## src/rtl/subtractor_pkg.sv

```systemverilog
// Shared definitions for the pipelined subtractor: default widths and depth,
// output-width helper and the bit layout of the record carried by each stage.
package subtractor_pkg;

  localparam int DEFAULT_DATA_WIDTH_1 = 16;
  localparam int DEFAULT_DATA_WIDTH_2 = 16;
  localparam int DEFAULT_PIPE_STAGES  = 2;

  // Stage record layout: {borrow, data}, data starting at bit 0.
  localparam int DATA_LSB = 0;

  function automatic int max_int(input int a, input int b);
    return (a > b) ? a : b;
  endfunction

  // Borrow sits immediately above the data field.
  function automatic int borrow_bit(input int out_width);
    return DATA_LSB + out_width;
  endfunction

  function automatic int payload_width(input int out_width);
    return out_width + 1;
  endfunction

endpackage

```

## src/rtl/subtractor_pipe_stage.sv

```systemverilog
// pipe_stage: one valid/ready register stage holding {valid, payload}.
// The stage loads when it is empty or its current contents leave this cycle,
// so a full chain of these moves as one without inserting bubbles.
module pipe_stage #(
  parameter int PAYLOAD_WIDTH = 18
) (
  input  logic                     clk,
  input  logic                     rst_n,
  input  logic                     in_valid,
  input  logic [PAYLOAD_WIDTH-1:0] in_payload,
  input  logic                     out_ready,
  output logic                     out_valid,
  output logic [PAYLOAD_WIDTH-1:0] out_payload
);

  logic                     valid;
  logic [PAYLOAD_WIDTH-1:0] payload;
  logic                     load;

  assign load = !valid || out_ready;

  // Stage register: capture new contents when free; payload only changes on a
  // real load so a stalled output stays stable.
  always_ff @(posedge clk or negedge rst_n) begin
    if (!rst_n) begin
      valid   <= 1'b0;
      payload <= '0;
    end else if (load) begin
      valid <= in_valid;
      if (in_valid) begin
        payload <= in_payload;
      end
    end
  end

  assign out_valid   = valid;
  assign out_payload = payload;

endmodule

```

## src/rtl/subtractor.sv

```systemverilog
// subtractor: pipelined unsigned subtractor with valid/ready handshake.
// data_o = data1_i - data2_i on operands zero-extended to OUT_WIDTH, plus a
// borrow flag. Build option SUBTRACTOR_SATURATE_EN clamps borrowing results
// to zero while still reporting borrow_o = 1.
module subtractor
  import subtractor_pkg::*;
#(
  parameter  int DATA_WIDTH_1 = DEFAULT_DATA_WIDTH_1,
  parameter  int DATA_WIDTH_2 = DEFAULT_DATA_WIDTH_2,
  parameter  int PIPE_STAGES  = DEFAULT_PIPE_STAGES,
  localparam int OUT_WIDTH    = max_int(DATA_WIDTH_1, DATA_WIDTH_2) + 1
) (
  input  logic                    clk,
  input  logic                    rst_n,
  input  logic                    valid_i,
  output logic                    ready_o,
  input  logic [DATA_WIDTH_1-1:0] data1_i,
  input  logic [DATA_WIDTH_2-1:0] data2_i,
  output logic                    valid_o,
  input  logic                    ready_i,
  output logic [OUT_WIDTH-1:0]    data_o,
  output logic                    borrow_o
);

  localparam int PAYLOAD_WIDTH = payload_width(OUT_WIDTH);
  localparam int BORROW_BIT    = borrow_bit(OUT_WIDTH);

  logic [OUT_WIDTH-1:0]     minuend;
  logic [OUT_WIDTH-1:0]     subtrahend;
  logic [OUT_WIDTH-1:0]     diff;
  logic [OUT_WIDTH-1:0]     result;
  logic                     borrow;
  logic [PAYLOAD_WIDTH-1:0] in_payload;

  // Stage outputs: occupancy and payload of every register stage.
  logic [PIPE_STAGES-1:0]   occ;
  logic [PAYLOAD_WIDTH-1:0] stage_payload [PIPE_STAGES];
  logic [PIPE_STAGES-1:0]   stage_out_ready;
  logic                     ready_acc;

  // One extra bit of headroom makes the difference exact; its MSB is the borrow.
  assign minuend    = OUT_WIDTH'(data1_i);
  assign subtrahend = OUT_WIDTH'(data2_i);
  assign diff       = minuend - subtrahend;
  assign borrow     = diff[OUT_WIDTH-1];

  // Value carried down the pipe: full difference, or clamped on underflow.
  always_comb begin
    result = diff;
`ifdef SUBTRACTOR_SATURATE_EN
    if (borrow) begin
      result = '0;
    end
`endif
  end

  assign in_payload = {borrow, result};

  // Ready for stage k is true when the consumer takes data or any stage from
  // k to the output is empty; computed from occupancy so no ready loop exists.
  always_comb begin
    stage_out_ready = '0;
    ready_acc       = ready_i;
    for (int k = PIPE_STAGES - 1; k >= 0; k--) begin
      stage_out_ready[k] = ready_acc;
      ready_acc          = ready_acc | ~occ[k];
    end
    ready_o = ready_acc;
  end

  for (genvar gi = 0; gi < PIPE_STAGES; gi++) begin : g_stage
    logic                     in_valid_s;
    logic [PAYLOAD_WIDTH-1:0] in_payload_s;

    if (gi == 0) begin : g_first
      assign in_valid_s   = valid_i;
      assign in_payload_s = in_payload;
    end else begin : g_rest
      assign in_valid_s   = occ[gi-1];
      assign in_payload_s = stage_payload[gi-1];
    end

    pipe_stage #(
      .PAYLOAD_WIDTH(PAYLOAD_WIDTH)
    ) u_stage (
      .clk        (clk),
      .rst_n      (rst_n),
      .in_valid   (in_valid_s),
      .in_payload (in_payload_s),
      .out_ready  (stage_out_ready[gi]),
      .out_valid  (occ[gi]),
      .out_payload(stage_payload[gi])
    );
  end

  assign valid_o  = occ[PIPE_STAGES-1];
  assign data_o   = stage_payload[PIPE_STAGES-1][DATA_LSB +: OUT_WIDTH];
  assign borrow_o = stage_payload[PIPE_STAGES-1][BORROW_BIT];

endmodule
```

## config.mk

```make
export PLATFORM = sky130hd
export DESIGN_NAME = subtractor
export DESIGN_NICKNAME = d
export VERILOG_FILES = /design/src/rtl/subtractor_pkg.sv /design/src/rtl/subtractor_pipe_stage.sv /design/src/rtl/subtractor.sv
export SDC_FILE = /design/constraint.sdc
export NUM_CORES = 1
export LEC_CHECK = 0
export ABC_AREA = 1
export BUFFER_PORTS_ARGS = -buffer_cell sky130_fd_sc_hd__clkbuf_2
export CORE_MARGIN = 3
export CORE_UTILIZATION = 30
export DETAILED_ROUTE_END_ITERATION = 8
export GPL_TIMING_DRIVEN = 0
export SLEW_MARGIN = 40
export SYNTH_ARGS = -nofsm -noshare
export SYNTH_HDL_FRONTEND = slang
export SYNTH_SLANG_ARGS = --single-unit
```

## constraint.sdc

```tcl
create_clock -name clk -period 1.07 [get_ports clk]
set_input_delay 0.1605 -clock clk [delete_from_list [all_inputs] [get_ports clk]]
set_output_delay 0.1605 -clock clk [all_outputs]
set_load 0.005 [all_outputs]
```

### Yosys cells after proc, flatten, opt, wreduce, memory -nomap -nowiden

Cells that the tools add are included.

| operators by class | value |
|---|---|
| add/subtract/negate cells | 1 |
| bitwise operators | 4 |
| reductions and logical operators | 6 |

Operator list:

| operator | number |
|---|---|
| subtractor 16 x 16 -> 17 bit | 1 |
| AND reduction 2 bit | 2 |
| logical NOT 1 bit | 2 |
| logical OR 1 bit | 2 |
| inverter 1 bit | 2 |
| OR 1 bit | 2 |

| word-level totals | value |
|---|---|
| bits in registers | 36 |
| bits of input ports | 36 |

### Depth between registers and ports, before layout

| depth | value |
|---|---|
| depth after elaboration | 4 |
| depth in mapped cells | 12 |
| depth with buffers taken out | 12 |

### By module

Synthesis repeated with hierarchy kept, for this count alone.

| unflattened totals | value |
|---|---|
| cells, all modules | 376 |
| area total of the unflattened synthesis | 2658.8 um^2 |

By module, submodules not included:

| module | times used | cells each | area an instance (um^2) |
|---|---|---|---|
| pipe_stage | 2 | 82 | 790.8 |
| subtractor | 1 | 212 | 1077.3 |

### Worst setup path before layout

No wires, ideal clock.

| path | value |
|---|---|
| path kind | input port to flip-flop |
| start | input port data1_i[0] |
| end | register, netlist name g_stage[0].u_stage.out_payload[16] |
| library setup time | 0.117 ns |
| arrival time | 1.351 ns |
| data required time | 0.953 ns |
| path slack | -0.399 ns |
| cell stages on the path | 11 |
| cell sequence | inv_1 > ha_1 > fa_1 > inv_1 > nand3_1 > nand3_1 > nand3_1 > nand3_1 > nand2_1 > nand3_1 > nand2_1 |

| between the ends | value |
|---|---|
| cells in the longest elaborated chain, start to end | 1 |

RTL lines:

| what | line | RTL |
|---|---|---|
| from (decl) | subtractor.sv:17 | `input logic [DATA_WIDTH_1-1:0] data1_i,` |
| subtractor 16 x 16 -> 17 bit | subtractor.sv:44 | `assign diff = minuend - subtrahend;` |

No other way between the ends.
A chain may end at the register's enable or synchronous reset.

### Final worst setup path

| path | value |
|---|---|
| start | input port data1_i[0] |
| end | register, netlist name g_stage[0].u_stage.out_payload[16] |

| between the ends | value |
|---|---|
| cells in the longest elaborated chain, start to end | 1 |

RTL lines:

| what | line |
|---|---|
| subtractor 16 x 16 -> 17 bit | subtractor.sv:44 |

No other way between the ends.

==> flow_metrics.py <==
metrics = {
    "timing": {
        "period_share_pct": 115,
        "setup_viol": 36,
        "drv_slew": 0,
        "worst_pin_slew_ns": 0.473,
        "slew_headroom_pct": 68.5,
        "finClkSkew_ns": 0.00228,
        "min_period_ns": 1.23,
        "worst_slack_ns": -0.157,
        "rsz0062_at_grt": "true",
        "fmax_mhz": 815,
        "final.setup.tns_ns": -3.09,
        "holdWs_ns": 0.172,
        "report.final.hold_viol_count": 0,
    },
    "detailed_routing": {
        "via_per_inst": 4.35,
        "drc_errors": 0,
        "dr.pass1.iters": 4,
        "vias": 2193,
        "drtIter0Drc": 50,
        "wl_um": 5540,
        "ant_nets": 0,
        "wire_per_inst_um": 11.0,
    },
    "setup_path": {
        "slowest_delay_ns": 0.39,
        "worst_path_max_delay_cell": "fa_2",
        "path_class": "input pin to flip-flop",
        "cp_cell_sequence": "buf_8 -> inv_8 -> ha_4 -> fa_2 -> inv_2 -> nand3_2 -> nand3_4 -> nand3_2 -> nand3_2 -> nand2_2 -> nand3_2 -> nand2_1",
        "crit_top_cell": "nand3_2",
        "crit_fanout": 3,
        "cp-start-kind": "input pin",
        "cp-end-kind": "flip-flop",
        "critical_path_arrival_ns": 1.40,
        "crit_required_ns": 1.25,
    },
    "power": {
        "p_clk_share_pct": 18.4,
        "leakage_nw": 1.94,
        "sw_frac_of_total_pct": 32.0,
        "max-vdd-ir-drop_uv": 545,
        "internal_power_w": 0.00353,
        "p_switching_w": 0.00166,
        "seq_power_share_pct": 39.3,
        "power_frac_comb_pct": 42.4,
        "p_per_area_nw_per_um2": 1420,
    },
    "grt": {
        "grt_overflow": 0,
        "grt_pass1_wl_um": 9640,
        "grt_start_max_net_pins": 37,
        "antenna_found_initial": 0,
        "grt_usage_pct": 13.4,
        "first_global_vias": 2119,
    },
    "finish": {
        "final_nets": 457,
        "final_util_pct": 48.6,
        "antenna_cells": 0,
        "final_design_area_no_fill_um2": 3640,
        "area.growth.synth_to_final_pct": 52.1,
        "fillCellCount": 742,
        "final_cells": 504,
        "drive_gt1_share_pct": 45.7,
    },
    "status": {
        "violations": "setup timing",
        "status": "finished, violations left",
    },
    "floorplanning": {
        "start_util_pct": 32.0,
        "rows": 31,
        "die_w_um": 95.3,
        "dieArea_um2": 9080,
        "core-area_um2": 7490,
        "die_h_um": 95.3,
        "ioPinCount": 56,
    },
    "placed_design": {
        "dp.cells": 478,
        "placed_cell_area_um2": 3150,
        "dp_hpwl_um": 4220,
        "place_congestion": 0.800,
        "numPortBuffers": 55,
    },
    "clocking": {
        "cts_tree": "yes",
        "clk_pin_slew_ns": 0.07,
        "cts_buffers": 5,
        "h-tree-depth": 2,
        "clk_latency_ns": 0.28,
        "cts_sinks": 36,
        "clock-root-buffer": "clkbuf_8",
        "clk_path_buf_depth": 2,
    },
    "logic_synthesis": {
        "syn_avg_cell_area_um2": 7.38,
        "ys_ff_latch": 36,
        "synth_ff_type": "dfrtp_1",
        "async_flop_share_pct": 100,
        "synth_cell_types": 27,
        "synth_warnings": 0,
        "synth_nets": 377,
        "synth_edf_count": 0,
        "syn_area_um2": 2390,
        "synth_seq_area_share_pct": 37.7,
        "postSynthCellCount": 324,
    },
    "worst_hold_path": {
        "hp-class": "input pin to flip-flop",
    },
    "run": {
        "drv_cap": 0,
    },
}
[final cells by class]
class / instances / area, um^2 / area share (%)
inverter: 64 / 280 / 7.70
tap: 99 / 124 / 3.40
sequential: 36 / 901 / 24.8
clock buffer: 8 / 90.1 / 2.48
multi-input combinational: 218 / 1670 / 45.9
timing repair buffer: 74 / 504 / 13.9
buffer: 5 / 68.8 / 1.89
[synth_stat cells, types with 3 or more instances]
cell     number  area, um^2
ha_1         16         200
a21oi_1       5        25.0
nor2_1       13        48.8
mux2_2       14         158
or2_0         3        18.8
nand3_1      19        95.1
dfrtp_1      36         901
nand2_1     114         428
nand3_2       4        40.0
nor3_1        4        20.0
buf_2         5        25.0
inv_1        63         236
o21ai_0      11        55.1
[per-stage QoR]
step / worst slack, ns / total power [W]
after detailed placement: -0.480 / 0.00388
after global placement: -0.476 / 0.00384
after CTS: -0.127 / 0.00515
after global routing: -0.205 / 0.00560
final: -0.157 / 0.00518
after floorplan: -0.220 / 0.00322
[per-layer routing]
| metal | part of all wire [%] | up-vias | GRT usage, % |
|---|---|---|---|
| met1 | 48 | 984 | 18.1 |
| met4 | 1.7 | 0 | 5.05 |
| met5 | 0 | - | 0 |
| li1 | - | 1152 | - |
| met2 | 46 | 50 | 21.5 |
| met3 | 4.3 | 7 | 1.97 |
[flip-flops by register name, indices dropped and copies added, names as in the netlist]
signal and cells:
g_stage.u_stage.out_payload 34, g_stage.u_stage.out_valid 2
[worst paths after layout]
| kind | startpoint | end | slack, ns | cells past startpoint |
|---|---|---|---|---|
| max | data1_i[0] | g_stage[0].u_stage.out_payload[16] | -0.16 | 12 |
| min | data2_i[0] | g_stage[0].u_stage.out_payload[0] | 0.17 | 3 |
| max reg2reg | g_stage[1].u_stage.out_valid | g_stage[1].u_stage.out_payload[9] | -0.12 | 4 |
| min reg2reg | g_stage[0].u_stage.out_payload[13] | g_stage[0].u_stage.out_payload[13] | 0.48 | 2 |
| max in group asynchronous | rst_n | g_stage[1].u_stage.out_valid | 0.34 | 2 |
| min in group asynchronous | rst_n | g_stage[1].u_stage.out_payload[1] | 0.41 | 2 |
[kinds of logic after synthesis]
family,Yosys count,share of synthesized area (%)
compound gates,20,4.86
flops,36,37.7
buf+inv,70,11.4
fa+ha+maj,17,9.20
mux,14,6.59
simple gates,164,29.2
xor+xnor,3,1.10
[critical path: cells and delay by family]
family                     cells  cell delay [ns]
and+or+nand+nor                7             0.51
adders and majority gates      2             0.54
buffers and inverters          3             0.19
[power groups by stage]
| stage | clock network (W) | logic [W] | registers, W |
|---|---|---|---|
| 2_1_floorplan | 0 | 0.00120 | 0.00201 |
| 3_3_place_gp | 0 | 0.00181 | 0.00203 |
| 3_5_place_dp | 0 | 0.00184 | 0.00204 |
| 4_1_cts | 0.000993 | 0.00213 | 0.00203 |
| 5_1_grt | 0.00106 | 0.00245 | 0.00209 |
| 6_report | 0.000952 | 0.00219 | 0.00203 |
[what timing repair did]
| item | 4_1_cts | 5_1_grt |
|---|---|---|
| hold buffers | 1 | 0 |
| buffers inserted | 12 | 4 |
| gates cloned | 2 | 0 |
| endpoints found under the hold margin | 36 | 0 |
| setup endpoints to repair | 33 | 38 |
| pin swaps | 17 | 9 |
| gates resized for setup | 45 | 22 |
[layout by cell type, fill, tap and decap left out, drive strengths merged]
master and count:
nand3 23, buf 25, a21oi 6, mux2 14, inv 64, xor2 1
xnor2 2, or2 4, and2 1, dfrtp 36, nand3b 2, nor3 4
o21ai 13, nor2 13, nand2 115, nand4 2, clkbuf 61, dlygate4sd3 1
a31oi 1, ha 16, fa 1
Note: power is estimated with default switching activity, not from simulation.
